**config.mk**
```make
export PLATFORM = sky130hd
export DESIGN_NAME = mat_mul_sequencer
export DESIGN_NICKNAME = d
export VERILOG_FILES = /design/src/rtl/mm_pkg.sv /design/src/rtl/mm_valid_pipe.sv /design/src/rtl/mat_mul_sequencer.sv
export SDC_FILE = /design/constraint.sdc
export NUM_CORES = 1
export LEC_CHECK = 0
export CELL_PAD_IN_SITES_DETAIL_PLACEMENT = 0
export CELL_PAD_IN_SITES_GLOBAL_PLACEMENT = 1
export CORE_AREA = 2 2 174 176
export DETAILED_ROUTE_END_ITERATION = 10
export DIE_AREA = 0 0 176 178
export PLACE_DENSITY = 0.94
export SLEW_MARGIN = 20
export SYNTH_ARGS = -nofsm -noshare
export SYNTH_HDL_FRONTEND = slang
export SYNTH_SLANG_ARGS = --single-unit
export TNS_END_PERCENT = 100
```
**constraint.sdc**
```tcl
create_clock -name clk -period 5 [get_ports clk]
set_input_delay 1 -clock clk [delete_from_list [all_inputs] [get_ports clk]]
set_output_delay 1 -clock clk [all_outputs]
set_load 0.1 [all_outputs]
```
**src/rtl/mm_pkg.sv**
```systemverilog
`default_nettype none
// +--------------------------------------------------------------------------+
// | Module      : mm_pkg                                                     |
// | Description : Shared constants for the matrix-multiply sequencer and the |
// |               downstream multiply/add tree: matrix size, operand and     |
// |               accumulator widths, tree latency and FSM state encoding.   |
// | Ports       : none (package)                                             |
// | Revision    : 1.0 - initial release                                      |
// +--------------------------------------------------------------------------+
package mm_pkg;

  localparam int MATRIX_SIZE  = 4;
  localparam int DATA_WIDTH   = 8;
  localparam int ADDER_WIDTH  = 16;
  // One multiplier stage plus a balanced adder tree of log2(N) levels.
  localparam int PIPE_LATENCY = 1 + $clog2(MATRIX_SIZE);

  localparam int STATE_W = 2;
  localparam logic [STATE_W-1:0] ST_IDLE  = 2'd0;
  localparam logic [STATE_W-1:0] ST_ISSUE = 2'd1;
  localparam logic [STATE_W-1:0] ST_DRAIN = 2'd2;
  localparam logic [STATE_W-1:0] ST_DONE  = 2'd3;

endpackage
`default_nettype wire

```
**src/rtl/mm_valid_pipe.sv**
```systemverilog
`default_nettype none
// +--------------------------------------------------------------------------+
// | Module      : mm_valid_pipe                                              |
// | Description : DEPTH-stage delay line carrying a valid flag and the (row, |
// |               col) coordinates of an issued pair, so that they emerge in |
// |               step with the multiply/add tree result.                    |
// | Ports       : clk, rstb (async active-low)                               |
// |               in_valid/in_row/in_col   - stage 0 input                   |
// |               out_valid/out_row/out_col - last stage output              |
// | Revision    : 1.0 - initial release                                      |
// +--------------------------------------------------------------------------+
module mm_valid_pipe #(
  parameter int DEPTH = 3,
  parameter int IDX_W = 2
) (
  input  logic             clk,
  input  logic             rstb,
  input  logic             in_valid,
  input  logic [IDX_W-1:0] in_row,
  input  logic [IDX_W-1:0] in_col,
  output logic             out_valid,
  output logic [IDX_W-1:0] out_row,
  output logic [IDX_W-1:0] out_col
);

  logic [DEPTH-1:0] valid_q, valid_d;
  logic [IDX_W-1:0] row_q [DEPTH];
  logic [IDX_W-1:0] row_d [DEPTH];
  logic [IDX_W-1:0] col_q [DEPTH];
  logic [IDX_W-1:0] col_d [DEPTH];

  always_comb begin
    valid_d[0] = in_valid;
    row_d[0]   = in_row;
    col_d[0]   = in_col;
    for (int s = 1; s < DEPTH; s++) begin
      valid_d[s] = valid_q[s-1];
      row_d[s]   = row_q[s-1];
      col_d[s]   = col_q[s-1];
    end
  end

  always_ff @(posedge clk or negedge rstb) begin
    if (!rstb) begin
      valid_q <= '0;
      for (int s = 0; s < DEPTH; s++) begin
        row_q[s] <= '0;
        col_q[s] <= '0;
      end
    end else begin
      valid_q <= valid_d;
      for (int s = 0; s < DEPTH; s++) begin
        row_q[s] <= row_d[s];
        col_q[s] <= col_d[s];
      end
    end
  end

  assign out_valid = valid_q[DEPTH-1];
  assign out_row   = row_q[DEPTH-1];
  assign out_col   = col_q[DEPTH-1];

endmodule
`default_nettype wire

```
**src/rtl/mat_mul_sequencer.sv**
```systemverilog
`default_nettype none
// +--------------------------------------------------------------------------+
// | Module      : mat_mul_sequencer                                          |
// | Description : Holds two NxN signed 8-bit matrices and streams every      |
// |               (row of A, column of B) pair to an external multiply/add   |
// |               tree, then collects the tree's dot products as C = A x B   |
// |               in row-major order.                                        |
// | Ports       : clk, rstb (async active-low)                               |
// |               ld_valid/ld_sel/ld_addr/ld_data - operand load (IDLE only) |
// |               start       - begin a multiplication                       |
// |               busy, done  - run status / one-cycle completion pulse      |
// |               row_out, col_out - operand vectors to the tree             |
// |               tree_result - dot product returned by the tree             |
// |               res_valid/res_row/res_col/res_data - one C element         |
// | Revision    : 1.0 - initial release                                      |
// +--------------------------------------------------------------------------+
module mat_mul_sequencer #(
  parameter int MATRIX_SIZE  = mm_pkg::MATRIX_SIZE,
  parameter int PIPE_LATENCY = 1 + $clog2(MATRIX_SIZE)
) (
  input  logic                                      clk,
  input  logic                                      rstb,
  input  logic                                      ld_valid,
  input  logic                                      ld_sel,
  input  logic [2*$clog2(MATRIX_SIZE)-1:0]          ld_addr,
  input  logic [mm_pkg::DATA_WIDTH-1:0]             ld_data,
  input  logic                                      start,
  output logic                                      busy,
  output logic [mm_pkg::DATA_WIDTH*MATRIX_SIZE-1:0] row_out,
  output logic [mm_pkg::DATA_WIDTH*MATRIX_SIZE-1:0] col_out,
  input  logic [mm_pkg::ADDER_WIDTH-1:0]            tree_result,
  output logic                                      res_valid,
  output logic [$clog2(MATRIX_SIZE)-1:0]            res_row,
  output logic [$clog2(MATRIX_SIZE)-1:0]            res_col,
  output logic [mm_pkg::ADDER_WIDTH-1:0]            res_data,
  output logic                                      done
);
  import mm_pkg::*;

  localparam int IDX_W  = $clog2(MATRIX_SIZE);
  localparam int ADDR_W = 2 * IDX_W;
  localparam int NN     = MATRIX_SIZE * MATRIX_SIZE;
  localparam int VEC_W  = DATA_WIDTH * MATRIX_SIZE;
  // The drain covers the register stage after the last issue, the tree
  // latency and the result register, so DONE lands one cycle after the
  // final res_valid.
  localparam int DRAIN_LEN = PIPE_LATENCY + 2;
  localparam int DRN_W     = $clog2(DRAIN_LEN);
  localparam logic [ADDR_W-1:0] LAST_IDX   = ADDR_W'(NN - 1);
  localparam logic [DRN_W-1:0]  DRAIN_LAST = DRN_W'(DRAIN_LEN - 1);

  logic [STATE_W-1:0]    state_q, state_d;
  logic [ADDR_W-1:0]     cnt_q, cnt_d;
  logic [DRN_W-1:0]      drain_q, drain_d;
  logic [DATA_WIDTH-1:0] a_q [NN];
  logic [DATA_WIDTH-1:0] a_d [NN];
  logic [DATA_WIDTH-1:0] b_q [NN];
  logic [DATA_WIDTH-1:0] b_d [NN];
  logic [VEC_W-1:0]      row_out_q, row_out_d, col_out_q, col_out_d;
  logic                  iss_valid_q, iss_valid_d;
  logic [IDX_W-1:0]      iss_row_q, iss_row_d, iss_col_q, iss_col_d;
  logic                  res_valid_q, res_valid_d;
  logic [IDX_W-1:0]      res_row_q, res_row_d, res_col_q, res_col_d;
  logic [ADDER_WIDTH-1:0] res_data_q, res_data_d;

  logic                  issue;
  logic [IDX_W-1:0]      issue_i, issue_j;
  logic                  tap_valid;
  logic [IDX_W-1:0]      tap_row, tap_col;

  // Operand storage: writable only while idle.
  always_comb begin
    a_d = a_q;
    b_d = b_q;
    if (ld_valid && (state_q == ST_IDLE)) begin
      if (ld_sel) b_d[ld_addr] = ld_data;
      else        a_d[ld_addr] = ld_data;
    end
  end

  // Sequencer FSM; cnt_q is the pair index k = i*N + j.
  always_comb begin
    state_d = state_q;
    cnt_d   = cnt_q;
    drain_d = drain_q;
    case (state_q)
      ST_IDLE: begin
        if (start) begin
          state_d = ST_ISSUE;
          cnt_d   = '0;
        end
      end
      ST_ISSUE: begin
        cnt_d = cnt_q + ADDR_W'(1);
        if (cnt_q == LAST_IDX) begin
          state_d = ST_DRAIN;
          drain_d = '0;
        end
      end
      ST_DRAIN: begin
        drain_d = drain_q + DRN_W'(1);
        if (drain_q == DRAIN_LAST) state_d = ST_DONE;
      end
      default: state_d = ST_IDLE;
    endcase
  end

  assign issue   = (state_q == ST_ISSUE);
  assign issue_i = cnt_q[ADDR_W-1:IDX_W];
  assign issue_j = cnt_q[IDX_W-1:0];

  // Row i of A and column j of B, element m in byte lane m; zero when idle.
  always_comb begin
    row_out_d   = '0;
    col_out_d   = '0;
    iss_valid_d = issue;
    iss_row_d   = issue ? issue_i : '0;
    iss_col_d   = issue ? issue_j : '0;
    if (issue) begin
      for (int m = 0; m < MATRIX_SIZE; m++) begin
        row_out_d[DATA_WIDTH*m +: DATA_WIDTH] = a_q[{issue_i, IDX_W'(m)}];
        col_out_d[DATA_WIDTH*m +: DATA_WIDTH] = b_q[{IDX_W'(m), issue_j}];
      end
    end
  end

  // Issue coordinates travel beside the tree so they arrive with its result.
  mm_valid_pipe #(
    .DEPTH (PIPE_LATENCY),
    .IDX_W (IDX_W)
  ) u_valid_pipe (
    .clk       (clk),
    .rstb      (rstb),
    .in_valid  (iss_valid_q),
    .in_row    (iss_row_q),
    .in_col    (iss_col_q),
    .out_valid (tap_valid),
    .out_row   (tap_row),
    .out_col   (tap_col)
  );

  always_comb begin
    res_valid_d = tap_valid;
    res_row_d   = tap_valid ? tap_row : '0;
    res_col_d   = tap_valid ? tap_col : '0;
    res_data_d  = tap_valid ? tree_result : '0;
  end

  always_ff @(posedge clk or negedge rstb) begin
    if (!rstb) begin
      state_q     <= ST_IDLE;
      cnt_q       <= '0;
      drain_q     <= '0;
      for (int e = 0; e < NN; e++) begin
        a_q[e] <= '0;
        b_q[e] <= '0;
      end
      row_out_q   <= '0;
      col_out_q   <= '0;
      iss_valid_q <= 1'b0;
      iss_row_q   <= '0;
      iss_col_q   <= '0;
      res_valid_q <= 1'b0;
      res_row_q   <= '0;
      res_col_q   <= '0;
      res_data_q  <= '0;
    end else begin
      state_q     <= state_d;
      cnt_q       <= cnt_d;
      drain_q     <= drain_d;
      a_q         <= a_d;
      b_q         <= b_d;
      row_out_q   <= row_out_d;
      col_out_q   <= col_out_d;
      iss_valid_q <= iss_valid_d;
      iss_row_q   <= iss_row_d;
      iss_col_q   <= iss_col_d;
      res_valid_q <= res_valid_d;
      res_row_q   <= res_row_d;
      res_col_q   <= res_col_d;
      res_data_q  <= res_data_d;
    end
  end

  assign busy      = (state_q != ST_IDLE);
  assign done      = (state_q == ST_DONE);
  assign row_out   = row_out_q;
  assign col_out   = col_out_q;
  assign res_valid = res_valid_q;
  assign res_row   = res_row_q;
  assign res_col   = res_col_q;
  assign res_data  = res_data_q;

endmodule
`default_nettype wire
```
Word-level counts from Yosys, hierarchy flattened:

Index checks and enable logic that the tools add are counted.
W data, S select, Z words.

* add/sub/neg operators: 2
* reductions and logical operators: 11
* equal/unequal tests: 8
* muxes and demuxes: 43
* $lt $le $gt $ge: 10
* bitwise operators: 10

Operators by type and width (count)
* $bmux W8 S4: 8
* $bwmux W128: 2
* $mux W8: 17
* $mux W32: 2
* $ge A5 B5 Y1 const B: 9
* $not A4 Y5: 7
* $demux W8 S4: 1
* $mux W16: 1
* $mux W2: 7
* $pmux W4 S2: 1
* $reduce_and A2 Y1: 4
* $pmux W2 S3: 1
* $pmux W3 S2: 1
* $reduce_bool A2 Y1: 3
* $lt A5 B1 Y1 const B: 1
* $not A2 Y5: 1
* $not A3 Y5: 1
* $add A4 B1 Y4 const B: 1
* $eq A2 B2 Y1 const B: 2
* $eq A4 B4 Y1 const B: 1
* $mux W4: 1
* $ne A2 B2 Y1 const B: 2
* $add A3 B1 Y3 const B: 1
* $eq A3 B3 Y1 const B: 1
* other kinds (7): 8

* input bits: 33
* register bits: 370

Logic depth before layout (Yosys ltp):

Gate-level depths: netlist (run 1).

* depth in word-level cells: 6
* gate-level depth with buffers: 7
* mapped depth without buffers: 5

Modules after synthesis:

A second synthesis (run 1) with hierarchy kept.

* cell total of the unflattened synthesis: 943
* area total of the unflattened synthesis: 15427.3 um^2

Modules (own cells, without submodules)
* mat_mul_sequencer: cells each 928, area an instance 15051.9 um^2, instances 1, sequential area each 8883.5 um^2
* mm_valid_pipe: cells each 15, area an instance 375.4 um^2, instances 1, sequential area each 375.4 um^2

Least setup slack after synthesis (run 1):

Ideal clock, no wire load.

* kind: in2reg
* start: input ld_addr[0]
* end: register b_q[104] in the netlist's numbering
* data required time: 4.875 ns
* stages: 6
* arrival: 2.323 ns
* slack: 2.552 ns
* cells stage by stage: buf_6 > nand2b_1 > buf_6 > or4_1 > buf_6 > mux2_4

* cells in the longest elaborated chain, start to end: 6

RTL lines
* from (decl): line mat_mul_sequencer.sv:25 `input logic [2*$clog2(MATRIX_SIZE)-1:0] ld_addr,`
* $not A4 Y5 (implied by the code) *: line mat_mul_sequencer.sv:76 `if (ld_sel) b_d[ld_addr] = ld_data;`
* $ge A5 B5 Y1 (implied by the code) or $lt A5 B1 Y1 (tied branches): line mat_mul_sequencer.sv:76
* $logic_and A1 B1 Y1 (implied by the code): line mat_mul_sequencer.sv:76
* $mux W8 (implied by the code): line mat_mul_sequencer.sv:76
* $demux W8 S4 *: line mat_mul_sequencer.sv:76
* $bwmux W128 *: line mat_mul_sequencer.sv:76
* to (signal, indexed assignment): line mat_mul_sequencer.sv:156 `b_q[e] <= '0;`
* to (signal assigned): line mat_mul_sequencer.sv:172 `b_q <= b_d;`
* to (decl): line mat_mul_sequencer.sv:57 `logic [DATA_WIDTH-1:0] b_q [NN];`

Mark *: on every way between the ends. The rest lies on a longest branch, timed or not.
A chain may end at the register's enable or synchronous reset.

Worst setup path after layout (run 1):

* start: register state_q[0]
* end: output busy

* cells in the longest elaborated chain, start to end: 1

RTL lines
* from (decl): line mat_mul_sequencer.sv:52 `logic [STATE_W-1:0] state_q, state_d;`
* from (signal assigned): line mat_mul_sequencer.sv:168 `state_q <= state_d;`
* $reduce_bool A2 Y1: line mat_mul_sequencer.sv:185 `assign busy = (state_q != ST_IDLE);`
* to (decl): line mat_mul_sequencer.sv:28 `output logic busy,`

Every way passes these cells.

==> flow_summary.ini, run 1 <==
[worst_setup_path]
path_buf_inv = 3
critPathSlowestCell = clkdlybuf4s50_1
slowest_delay_ns = 1.16
cp.depth = 4
worst_setup_path_end_kind = output pin
cp-start-kind = flip-flop
crit_top_cell = inv_1
reg2regPathDepth = 5
crit_fanout = 8
worstPathRequired_ns = 4.00
crit_chain = inv_1, ha_1, inv_1, clkdlybuf4s50_1
crit_family = buffers and inverters
path_class = reg2out
cp.arrival_ns = 2.69

[synth]
synthesis.area_sq_mm = 0.0154
ys_ff_latch = 370
syn_area_per_cell_sq_um = 16.4
netlist.area_leader.share_pct = 60.0
synthAdderAreaFrac_pct = 0.568
synth_xor_area_share_pct = 0.0568
synth.distinct_cells = 45
synth.mux.area_fraction_pct = 29.1
synth_nets = 982
async_reset_ff_share_pct = 100
yosys_warnings = 0
synthSimpleGateAreaFrac_pct = 6.86
syn-instance-count = 942
synth_edf_count = 0
synthFlopType = dfrtp_1
synth_top_family_by_area = multiplexers
synth_compound_area_share_pct = 0.705
synth_area_leader_cell = dfrtp_1
synthTopCellsByArea = dfrtp_1 (60%), mux2_2 (17%), mux4_2 (9.3%)
seq_area_frac_synth_pct = 60.0

[floorplanning]
coreArea_sq_mm = 0.0294
die_x_um = 176
std_cell_rows = 63
start_util_pct = 52.5
num_io_pins = 120
die_y_um = 178
dieArea_sq_mm = 0.0313

[final_layout]
n_antenna_cell = 0
stdcell_count = 1462
multi_input_area_sq_mm = 0.00576
nNetsFinal = 1082
seqCellArea_sq_mm = 0.00926
area_delta_synth_final_pct = 17.8
fin_util_pct = 61.8
fillCellCount = 2084
final_layout_size_suffix_gt1_share_pct = 40.9

[drt]
vias_per_cell = 5.51
wl_per_cell_um = 20.5
vias = 8050
drt-total-wl_um = 29900
drt_drc_violations_left = 0
firstDrtPassIters = 4
drtAntennaViolNets = 0
drt_iter0_drc = 471

[timing]
slew_violations = 0
final_hold_viol_count = 0
finalCritPeriodShare_pct = 73.8
tightest_slew_ns = 1.00
fin_skew_ns = 0.0253
setup_ws_ns = 1.31
finalSetupViolCount = 0
fin_tns_setup_ns = 0
fmax_ghz = 0.271
rsz0062_at_grt = false
min_period_ns = 3.69
slew_headroom_pct = 33.0

[placed_design]
place.gp.congestion = 0.707
place_ws_ns = 1.43
dp.cells = 1391
portBuffers = 119
hpwl_um = 18000

[clock_tree]
cts_root_buf = clkbuf_16
cts_buffers = 39
cts-resized-gates = 0
htree_levels = 2
path_clk_slew_ns = 0.06
post_cts_buffers = 0
ctsHoldBuffers = 0
cts_buffer_depth = 3
cts_tree = done
clk_latency_ns = 0.54
cts.sinks = 370

[pwr]
cellLeakagePower_nw = 8.53
total_power_mw = 9.76
peakVddDrop_mv = 0.330
power.density_mw_per_mm2 = 537

[grt]
grt_antenna_before_repair = 0
grt_pass1_vias = 8865
grt_first_pass_wirelength_um = 49000
grt_usage_pct = 20.1
grt_overflow = 0
grt_max_degree = 111

[run_status]
status = completed

[hold_path]
hold_class = reg2reg
min_path_cells = 0

[flow_run]
maxCapViolations = 0
-- per-stage QoR --
stage | instance area [sq um] | hold WS (ns)
after global routing | 18200 | 0.343
after global placement | 16800 | 0.332
after detailed placement | 16800 | 0.335
after CTS | 18200 | 0.332
final | 18200 | 0.333
after floorplan | 15400 | 0.331
-- flip-flops by register name, indices dropped and copies added, names as in the netlist, 4 cells and up --
signal and flops:
col_out 32, b_q 128, u_valid_pipe.col_d 4, cnt_q 4, res_data 16, u_valid_pipe.row_d 4, row_out 32, a_q 128
-- area by class of cell --
class	instances	share of cell area [%]
flip-flops and latches	370	50.9
multi-input cells	494	31.7
repair buffers	131	7.02
clock buffers	62	6.78
well taps	390	2.68
clock inverters	9	0.757
inverters	6	0.124
-- synthesized netlist by cell type, drive strengths merged, types with 2 or more instances --
master,n
and2,88
buf,29
clkbuf,43
dfrtp,370
ha,7
inv,6
mux2,259
mux2i,2
mux4,64
nand2,6
nand2b,4
nand3,4
nand3b,2
nor2,4
nor2b,3
nor3,19
nor4,4
o21ai,2
or4,8
or4b,2
-- final timing paths --
kind | end | startpoint | slack [ns]
min in group asynchronous | b_q[72] | rstb | 0.53
worst min-delay path | u_valid_pipe.row_d[0] | u_valid_pipe.row_d[2] | 0.33
worst max-delay path | busy | state_q[0] | 1.31
max in group asynchronous | col_out[25] | rstb | 3.35
worst min register to register | u_valid_pipe.row_d[0] | u_valid_pipe.row_d[2] | 0.33
worst max register to register | b_q[116] | state_q[0] | 2.13
-- layer usage --
metal / up-vias / global-route usage [%] / wire length (um)
li1: 3571 / - / -
met1: 4245 / 27.4 / 12800
met2: 193 / 34.0 / 14900
met3: 41 / 3.69 / 1670
met4: 0 / 4.65 / 513
met5: - / 0 / 0
-- worst reg2reg max path, delay by kind of cell, from the launching register on --
kind / cells / cell delay [ns]
muxes: 1 / 0.41
buffers and inverters: 1 / 0.11
and+or+nand+nor: 2 / 1.40
DFF: 1 / 0.40
adders and majority gates: 1 / 0.44
-- cells by family (layout without fill, tap and decap cells) --
kind of cell	count (synthesis)	after routing
flip-flops	370	370
multiplexers	325	325
AND/OR/NAND/NOR	147	147
buffers and inverters	78	208
AO/OA/AOI/OAI	14	14
adder cells (fa/ha/maj)	7	7
XOR/XNOR	1	1
-- power breakdown --
part / internal [mW] / switching [mW]
Sequential: 3.68 / 0.327
Combinational: 1.15 / 1.61
Clock: 1.85 / 1.15
Total: 6.67 / 3.08
-- layout by cell type, fill, tap and decap left out, types with 2 or more instances in the layout --
cell / instances
and2_1: 88
buf_12: 2
buf_2: 7
buf_4: 10
bufinv_16: 3
clkbuf_1: 7
clkbuf_16: 40
clkbuf_8: 15
clkdlybuf4s50_1: 111
clkinv_2: 3
dfrtp_1: 368
dfrtp_2: 2
ha_1: 6
inv_1: 6
mux2_2: 227
mux2_4: 32
mux2i_1: 2
mux4_2: 64
nand2_1: 5
nand2b_1: 4
nand3_1: 3
nor2_1: 4
nor2b_1: 3
nor3_2: 18
nor4_4: 4
o21ai_0: 2
or4_1: 6
or4_4: 2
or4b_1: 2
Power figures use the tool's default switching activity.
==> inputs of run 2 (changes only) <==
--- a/config.mk
+++ b/config.mk
@@ -7,10 +7,10 @@
 export LEC_CHECK = 0
 export CELL_PAD_IN_SITES_DETAIL_PLACEMENT = 0
 export CELL_PAD_IN_SITES_GLOBAL_PLACEMENT = 1
-export CORE_AREA = 2 2 174 176
+export CORE_AREA = 2 2 179 181
 export DETAILED_ROUTE_END_ITERATION = 10
-export DIE_AREA = 0 0 176 178
-export PLACE_DENSITY = 0.94
+export DIE_AREA = 0 0 181 183
+export PLACE_DENSITY = 0.9
 export SLEW_MARGIN = 20
 export SYNTH_ARGS = -nofsm -noshare
 export SYNTH_HDL_FRONTEND = slang
==> constraint.sdc (replaced) <==
create_clock -name clk -period 3.4 [get_ports clk]
set_input_delay 0.68 -clock clk [delete_from_list [all_inputs] [get_ports clk]]
set_output_delay 0.68 -clock clk [all_outputs]
set_load 0.1 [all_outputs]
==> run 2 against run 1 <==
Net effect: clock power rose by 36%; core utilization is 3.5 points lower; combinational power is 45% higher; global-route usage is 0.94 points lower; highest routed layer unchanged.
==> flow_summary.ini, run 2 (synthesis gave the netlist of run 1 again) <==
[timing]
fin_skew_ns = 0.0145
rsz0062_at_grt = false
finalSetupViolCount = 0
min_period_ns = 2.67
final_hold_viol_count = 0
fmax_ghz = 0.375
fin_tns_setup_ns = 0
slew_violations = 0
slew_headroom_pct = 34.1
tightest_slew_ns = 0.986
finalCritPeriodShare_pct = 78.5

[floorplanning]
dieArea_sq_mm = 0.0331
coreArea_sq_mm = 0.0312
std_cell_rows = 65
die_y_um = 183
num_io_pins = 120
die_x_um = 181
start_util_pct = 49.4

[run_status]
status = completed

[final_layout]
multi_input_area_sq_mm = 0.00576
mostFrequentLayoutCell = dfrtp_1
nNetsFinal = 1116
layout_common_cells = dfrtp_1 (368), mux2_2 (227), buf_4 (105)
fillCellCount = 2432
n_antenna_cell = 0
seqCellArea_sq_mm = 0.00926
top_regs = a_q (128), b_q (128)
stdcell_count = 1505
final_layout_size_suffix_gt1_share_pct = 47.1
area_delta_synth_final_pct = 18.1

[clock_tree]
post_cts_buffers = 0
cts.sinks = 370
htree_levels = 2
clk_latency_ns = 0.52
path_clk_slew_ns = 0.06
cts_buffers = 37
cts_root_buf = clkbuf_16
cts-resized-gates = 0
cts_buffer_depth = 3
ctsHoldBuffers = 0
cts_tree = done

[worst_setup_path]
critPathSlowestCell = clkdlybuf4s50_1
worst_setup_path_end_kind = output pin
critPathLaunch = res_data[3]
crit_chain = clkdlybuf4s50_1
path_class = reg2out
crit_fanout = 1
crit_family = buffers and inverters
path_buf_inv = 1
r2r_start = state_q[0]
cp.arrival_ns = 1.99
slowest_delay_ns = 1.14
worstPathRequired_ns = 2.72
cp-start-kind = flip-flop

[placed_design]
dp.cells = 1439
hpwl_um = 18800
portBuffers = 119
place.gp.congestion = 0.740

[drt]
drt-total-wl_um = 30700
drtAntennaViolNets = 0
firstDrtPassIters = 4
drt_drc_violations_left = 0
drt_iter0_drc = 301
vias = 8264
vias_per_cell = 5.49
wl_per_cell_um = 20.4

[hold_path]
hold_class = in2async

[flow_run]
maxCapViolations = 0

[grt]
grt_max_degree = 84
grt_antenna_before_repair = 0
grt_usage_pct = 19.2
grt_overflow = 0
grt_first_pass_wirelength_um = 49800
grt_pass1_vias = 8867

[pwr]
cellLeakagePower_nw = 8.76
peakVddDrop_mv = 0.355
power.density_mw_per_mm2 = 768
==> run 2: cell count changes in the layout (fill, tap and decap cells not counted), sizes merged <==
cell           before  now
buf                20  109
clkinv              4    6
clkbuf             62   55
clkdlybuf4s50     111   58
clkinvlp            1    2
bufinv              3    2
==> run 2: path summary, 6_finish.rpt <==
kind | to | slack (ns) | depth (start not counted)
min in group clk | u_valid_pipe.valid_q[2] | 0.35 | 0
setup reg to reg | a_q[122] | 0.98 | 5
setup / recovery | res_data[3] | 0.73 | 1
hold / removal | b_q[88] | 0.18 | 1
hold reg to reg | u_valid_pipe.valid_q[2] | 0.35 | 0
max in group asynchronous | b_q[27] | 2.32 | 2
==> run 2: metal layers <==
layer | part of all wire [%] | GRT usage, % | vias to the layer above
met3 | 4.1 | 3.24 | 43
met5 | 0 | 0 | -
met1 | 44 | 26.5 | 4439
met2 | 50 | 31.9 | 143
li1 | - | - | 3639
met4 | 1.8 | 5.11 | 0
==> run 2: stage by stage <==
step	hold slack, ns	util [%]	worst slack (ns)	total power, mW	cell area, sq um
after floorplan	0.331	-	1.27	9.04	15400
after global placement	0.331	54.4	0.532	9.93	17000
after detailed placement	0.336	54.4	0.461	10.1	17000
after CTS	0.194	58.3	0.704	14.1	18200
after global routing	0.225	58.3	0.696	14.7	18200
final	0.182	58.3	0.732	14.0	18200
==> run 2: where the power goes <==
part	switching [mW]	leakage, nW	internal, mW
Sequential	0.528	5.03	5.40
Combinational	2.31	3.13	1.68
Clock	1.65	0.598	2.41
Total	4.49	8.76	9.50
==> run 2: area by class of cell <==
type | instances | area share, %
clock buffer | 55 | 6.07
inverter | 6 | 0.124
tap | 402 | 2.76
clock inverter | 11 | 0.646
multi-input combinational | 494 | 31.6
timing repair buffer | 167 | 7.93
sequential | 370 | 50.8
